`src/rtl/alu_arbiter.sv`:
```
// Two-requester arbiter in front of one shared 32-bit combinational ALU.
// Define ALU_ARB_FIXED_PRIO_EN for fixed priority (requester 0 wins); default is round-robin.
module alu_arbiter #(
  parameter int bit_size = 32,
  parameter int NUM_REQ  = 2
) (
  input  logic                clk,
  input  logic                rst,
  input  logic                req0_valid,
  output logic                req0_ready,
  input  logic [3:0]          req0_op,
  input  logic [bit_size-1:0] req0_src1,
  input  logic [bit_size-1:0] req0_src2,
  input  logic [4:0]          req0_shamt,
  input  logic                req1_valid,
  output logic                req1_ready,
  input  logic [3:0]          req1_op,
  input  logic [bit_size-1:0] req1_src1,
  input  logic [bit_size-1:0] req1_src2,
  input  logic [4:0]          req1_shamt,
  output logic                rsp_valid,
  input  logic                rsp_ready,
  output logic [bit_size-1:0] rsp_result,
  output logic                rsp_zero,
  output logic                rsp_id,
  output logic                busy
);

  localparam bit TWO_REQ = (NUM_REQ == 2);

  typedef enum logic [1:0] {S_IDLE = 2'd0, S_EXEC = 2'd1, S_RESP = 2'd2} state_t;

  function automatic logic [bit_size-1:0] alu_f(
    input logic [3:0]          op,
    input logic [bit_size-1:0] a,
    input logic [bit_size-1:0] b,
    input logic [4:0]          sh
  );
    logic [bit_size-1:0] y;
    case (op)
      4'b0001: y = a + b;
      4'b0010: y = a - b;
      4'b0011: y = a & b;
      4'b0100: y = a | b;
      4'b0101: y = a ^ b;
      4'b0110: y = ~(a | b);
      4'b0111: y = (a < b) ? {{(bit_size-1){1'b0}}, 1'b1} : {bit_size{1'b0}};
      4'b1000: y = b << sh;
      4'b1001: y = b >> sh;
      default: y = {bit_size{1'b0}};
    endcase
    return y;
  endfunction

  state_t              r_state;
  logic                r_grant_id;
  logic [3:0]          r_op;
  logic [bit_size-1:0] r_src1;
  logic [bit_size-1:0] r_src2;
  logic [4:0]          r_shamt;
  logic                r_rsp_valid;
  logic [bit_size-1:0] r_rsp_result;
  logic                r_rsp_zero;
  logic                r_rsp_id;
  logic                r_busy;

  logic                w_idle;
  logic                w_pick1;
  logic                w_accept;
  logic [bit_size-1:0] w_alu_result;

  assign w_alu_result = alu_f(r_op, r_src1, r_src2, r_shamt);

`ifdef ALU_ARB_FIXED_PRIO_EN
  assign w_pick1 = TWO_REQ & req1_valid & ~req0_valid;
`else
  logic r_last_grant;

  // Requester 1 wins when alone, or when both are valid and 0 won last time.
  assign w_pick1 = TWO_REQ & req1_valid & (~req0_valid | ~r_last_grant);

  // Round-robin history, moved only when a request is accepted.
  always_ff @(posedge clk or negedge rst) begin
    if (!rst) begin
      r_last_grant <= 1'b1;
    end else if (w_accept) begin
      r_last_grant <= w_pick1;
    end else begin
      r_last_grant <= r_last_grant;
    end
  end
`endif

  // Ready is gated by rst so nothing is granted while reset is held.
  assign w_idle     = (r_state == S_IDLE) & rst;
  assign req0_ready = w_idle & req0_valid & ~w_pick1;
  assign req1_ready = w_idle & w_pick1;
  assign w_accept   = req0_ready | req1_ready;

  // Main FSM: accept and latch operands, execute one cycle, hold the response.
  always_ff @(posedge clk or negedge rst) begin
    if (!rst) begin
      r_state      <= S_IDLE;
      r_grant_id   <= 1'b0;
      r_op         <= 4'b0000;
      r_src1       <= {bit_size{1'b0}};
      r_src2       <= {bit_size{1'b0}};
      r_shamt      <= 5'd0;
      r_rsp_valid  <= 1'b0;
      r_rsp_result <= {bit_size{1'b0}};
      r_rsp_zero   <= 1'b0;
      r_rsp_id     <= 1'b0;
      r_busy       <= 1'b0;
    end else begin
      case (r_state)
        S_IDLE: begin
          if (w_accept) begin
            r_grant_id <= w_pick1;
            r_op       <= w_pick1 ? req1_op    : req0_op;
            r_src1     <= w_pick1 ? req1_src1  : req0_src1;
            r_src2     <= w_pick1 ? req1_src2  : req0_src2;
            r_shamt    <= w_pick1 ? req1_shamt : req0_shamt;
            r_busy     <= 1'b1;
            r_state    <= S_EXEC;
          end else begin
            r_state <= S_IDLE;
          end
        end
        S_EXEC: begin
          r_rsp_result <= w_alu_result;
          r_rsp_zero   <= (w_alu_result == {bit_size{1'b0}});
          r_rsp_id     <= r_grant_id;
          r_rsp_valid  <= 1'b1;
          r_state      <= S_RESP;
        end
        S_RESP: begin
          if (rsp_ready) begin
            r_rsp_valid <= 1'b0;
            r_busy      <= 1'b0;
            r_state     <= S_IDLE;
          end else begin
            r_state <= S_RESP;
          end
        end
        default: begin
          r_rsp_valid <= 1'b0;
          r_busy      <= 1'b0;
          r_state     <= S_IDLE;
        end
      endcase
    end
  end

  assign rsp_valid  = r_rsp_valid;
  assign rsp_result = r_rsp_result;
  assign rsp_zero   = r_rsp_zero;
  assign rsp_id     = r_rsp_id;
  assign busy       = r_busy;

endmodule

```
`config.mk`:
```
export PLATFORM = sky130hd
export DESIGN_NAME = alu_arbiter
export DESIGN_NICKNAME = d
export VERILOG_FILES = /design/src/rtl/alu_arbiter.sv
export SDC_FILE = /design/constraint.sdc
export NUM_CORES = 1
export LEC_CHECK = 0
export CAP_MARGIN = 20
export CORE_MARGIN = 2
export CORE_UTILIZATION = 46
export DETAILED_ROUTE_END_ITERATION = 12
export PLACE_DENSITY = 0.68
export REMOVE_ABC_BUFFERS = 1
export SLEW_MARGIN = 25
export SYNTH_ARGS = -nofsm -noshare
export SYNTH_HDL_FRONTEND = slang
export SYNTH_SLANG_ARGS = --single-unit
export TNS_END_PERCENT = 1
```
`constraint.sdc`:
```
create_clock -name clk -period 4.6 [get_ports clk]
set_input_delay 0.92 -clock clk [delete_from_list [all_inputs] [get_ports clk]]
set_output_delay 0.92 -clock clk [all_outputs]
set_load 0.005 [all_outputs]
```
==> results.toml <==
[job]
cap_violations = 0

[detailed_routing]
wl_um = 66400
vias_per_cell = 6.65
via_count = 16200
ant_nets = 0
drc_errors = 0
drt_iter0_markers = 2686
post_drt_wl_per_cell_um = 27.3
drtPass1Iterations = 8

[clock_tree]
cts_hold_buffers = 0
clkLatencyLatePin_ps = 470
cts_made_buffers = 17
clockBufferDepth = 2
clock-sinks = 113
cts-root-buf = "clkbuf_16"
path_clk_slew_ps = 60
htree_num_levels = 4
cts_tree = "done"

[placed_design]
globalplace.congestion = 1.08
dp_hpwl_um = 53100
pre_cts_slack_ps = -86.2
io_buffer_count = 188
dp.cells = 2397

[logic_synthesis]
yosys_register_bits = 113
synth-edff-count = 0
yosys_warnings = 0
synth_ff_type = "dfrtp_1"
yosysSeqAreaShare_pct = 19.6
yosysUniqueCellTypes = 91
async_flop_share_pct = 100
syn_area_um2 = 14500
avgSynthCellArea_um2 = 7.88
synthCells = 1835

[power]
p_comb_share_pct = 77.6
switching_share_pct = 56.0
total_leakage_power_uw = 0.00768
pwr_density_cell_nw_per_um2 = 881
seqPwrFrac_pct = 13.7
finalPower_uw = 15800
ir_worst_vdd_mv = 0.486
p_sw_uw = 8850
p_int_uw = 6960
clkPwrFrac_pct = 8.7

[worst_setup_path]
r2r_cells = 12
crit_fanout = 8
reg2reg_from = "r_src2[0]$_DFFE_PN0P_"
critPathCaptureType = "flip-flop"
worstSetupStartpointType = "flip-flop"
regToRegSetupSlack_ps = 30
r2r-end = "rsp_zero$_DFFE_PN0P_"
cp_data_arrival_time_ps = 4950
crit_type = "flip-flop to flip-flop"
cp_data_required_time_ps = 4990

[die]
chipHeight_um = 181
ioPinCount = 189
core-area_um2 = 30700
initial_utilization_pct = 47.0
num_rows = 64
fp.dieW_um = 181
die_area_um2 = 32900

[timing]
rsz0062_at_grt = "no"
slew_viol_final = 0
timing.final.crit_period_ps = 4570
tightestPinTransition_ps = 1130
fin_ws_ps = 33.9
finalHoldViolations = 0
tns_ps = 0
fin_crit_sh_pct = 99.3
fmax_mhz = 219
skew_ps = 15.8
setup_viol = 0
slew_headroom_pct = 24.2

[finish]
syn_to_final_growth_pct = 24.1
mostFrequentLayoutCell = "nor2_1"
nets = 2270
n_fill_cell = 2841
finalNonFillerCells = 2429
mostFrequentLayoutCells = "nor2_1 (206), clkdlybuf4s50_1 (187), a21oi_1 (186)"
n_antenna_cell = 0
layout-drive-gt1-share_pct = 14.3

[grt]
antenna_found_initial = 3
grt_overflow = 0
grt_max_degree = 57
grt_pass1_wl_um = 98000
grtUsageTotal_pct = 39.9
grt_pass1_vias = 15200

[outcome]
outcome = "complete, no violations"

[hold_path]
hold_class = "input pin to asynchronous set/reset pin"
-- critical path: stages (launching register included) --
cell	delay [ps]
dfrtp_1	460
ha_1	270
fa_1	400
a21o_1	240
a221o_1	370
a31oi_1	330
nor2_1	60
o21ai_0	710
nor4bb_2	630
nor4bb_1	270
nand4_1	240
nor4_2	310
a32o_1	200
-- logic make-up after synthesis --
| family | Yosys count | share of synthesized area, % |
|---|---|---|
| simple gates | 523 | 16.7 |
| compound gates | 577 | 26.7 |
| mux | 209 | 18.0 |
| buf+inv | 266 | 7.49 |
| xor+xnor | 48 | 2.91 |
| fa+ha+maj | 99 | 8.67 |
| flops | 113 | 19.6 |
-- worst max path at each step --
stage	startpoint	to	slack [ps]
2_1_floorplan	req1_valid	req1_ready	-2730
3_5_place_dp	r_src1[5]$_DFFE_PN0P_	rsp_zero$_DFFE_PN0P_	-90
6_report	r_src2[0]$_DFFE_PN0P_	rsp_zero$_DFFE_PN0P_	30
5_1_grt	r_src1[5]$_DFFE_PN0P_	rsp_zero$_DFFE_PN0P_	30
4_1_cts	r_src1[5]$_DFFE_PN0P_	rsp_zero$_DFFE_PN0P_	40
3_3_place_gp	r_src1[5]$_DFFE_PN0P_	rsp_zero$_DFFE_PN0P_	-100
-- state kept, by name, summed over array words and instances, names as in the netlist --
signal,flops
busy,1
r_grant_id,1
r_last_grant,1
r_op,4
r_shamt,5
r_src1,32
r_src2,32
r_state,2
rsp_id,1
rsp_result,32
rsp_valid,1
rsp_zero,1
-- metal layers --
metal,GRT usage [%],up-vias,part of all wire [%]
li1,-,7108,-
met1,55.1,7881,42
met2,60.1,976,43
met3,8.97,180,10
met4,16.8,6,4.3
met5,0,-,0.056
-- final cells by class --
| class | instances | area, um^2 | share of cell area [%] |
|---|---|---|---|
| multi-input combinational | 1456 | 10600 | 59.3 |
| clock inverter | 14 | 156 | 0.872 |
| timing repair buffer | 323 | 2970 | 16.5 |
| sequential | 113 | 2840 | 15.8 |
| tap | 396 | 495 | 2.76 |
| inverter | 109 | 409 | 2.28 |
| clock buffer | 18 | 439 | 2.45 |
-- per-stage QoR --
| step | hold slack, ps | util [%] | instance area, um^2 |
|---|---|---|---|
| 2_1_floorplan | 445 | - | 13800 |
| 3_3_place_gp | 454 | 56.3 | 17300 |
| 3_5_place_dp | 470 | 56.3 | 17300 |
| 4_1_cts | 259 | 58.2 | 17900 |
| 5_1_grt | 255 | 58.3 | 17900 |
| 6_report | 272 | 58.3 | 17900 |
-- cells in the mapped netlist (20+ instances only) --
library cell	number	area share [%]
mux4_2	35	5.5
mux2_2	41	3.2
buf_2	29	1.0
a211oi_1	28	1.5
nor3_1	24	0.83
nor2_1	206	5.3
clkbuf_1	101	2.6
inv_1	102	2.6
nand2_1	137	3.6
xnor2_1	40	2.4
a21oi_1	186	6.4
nand4_1	22	0.95
o21ai_0	78	2.7
ha_1	97	8.4
nor2b_1	20	0.87
nand3_1	31	1.1
dfrtp_1	112	19
o211ai_1	30	1.6
mux2i_1	128	8.9
a22oi_1	27	1.4
-- power by group through the flow --
stage / sequential [uW] / clock, uW / combinational (uW)
2_1_floorplan: 2240 / 0 / 7030
3_3_place_gp: 2130 / 0 / 11700
3_5_place_dp: 2150 / 0 / 11700
4_1_cts: 2130 / 1390 / 11800
5_1_grt: 2210 / 1440 / 12900
6_report: 2170 / 1380 / 12300
-- timing repair --
action / 4_1_cts / 5_1_grt
buffers inserted: 0 / 0
pin swaps: 0 / 0
gates cloned: 0 / 0
resized for setup: 1 / 5
setup endpoints to repair: 1 / 1
Power figures use the tool's default switching activity.
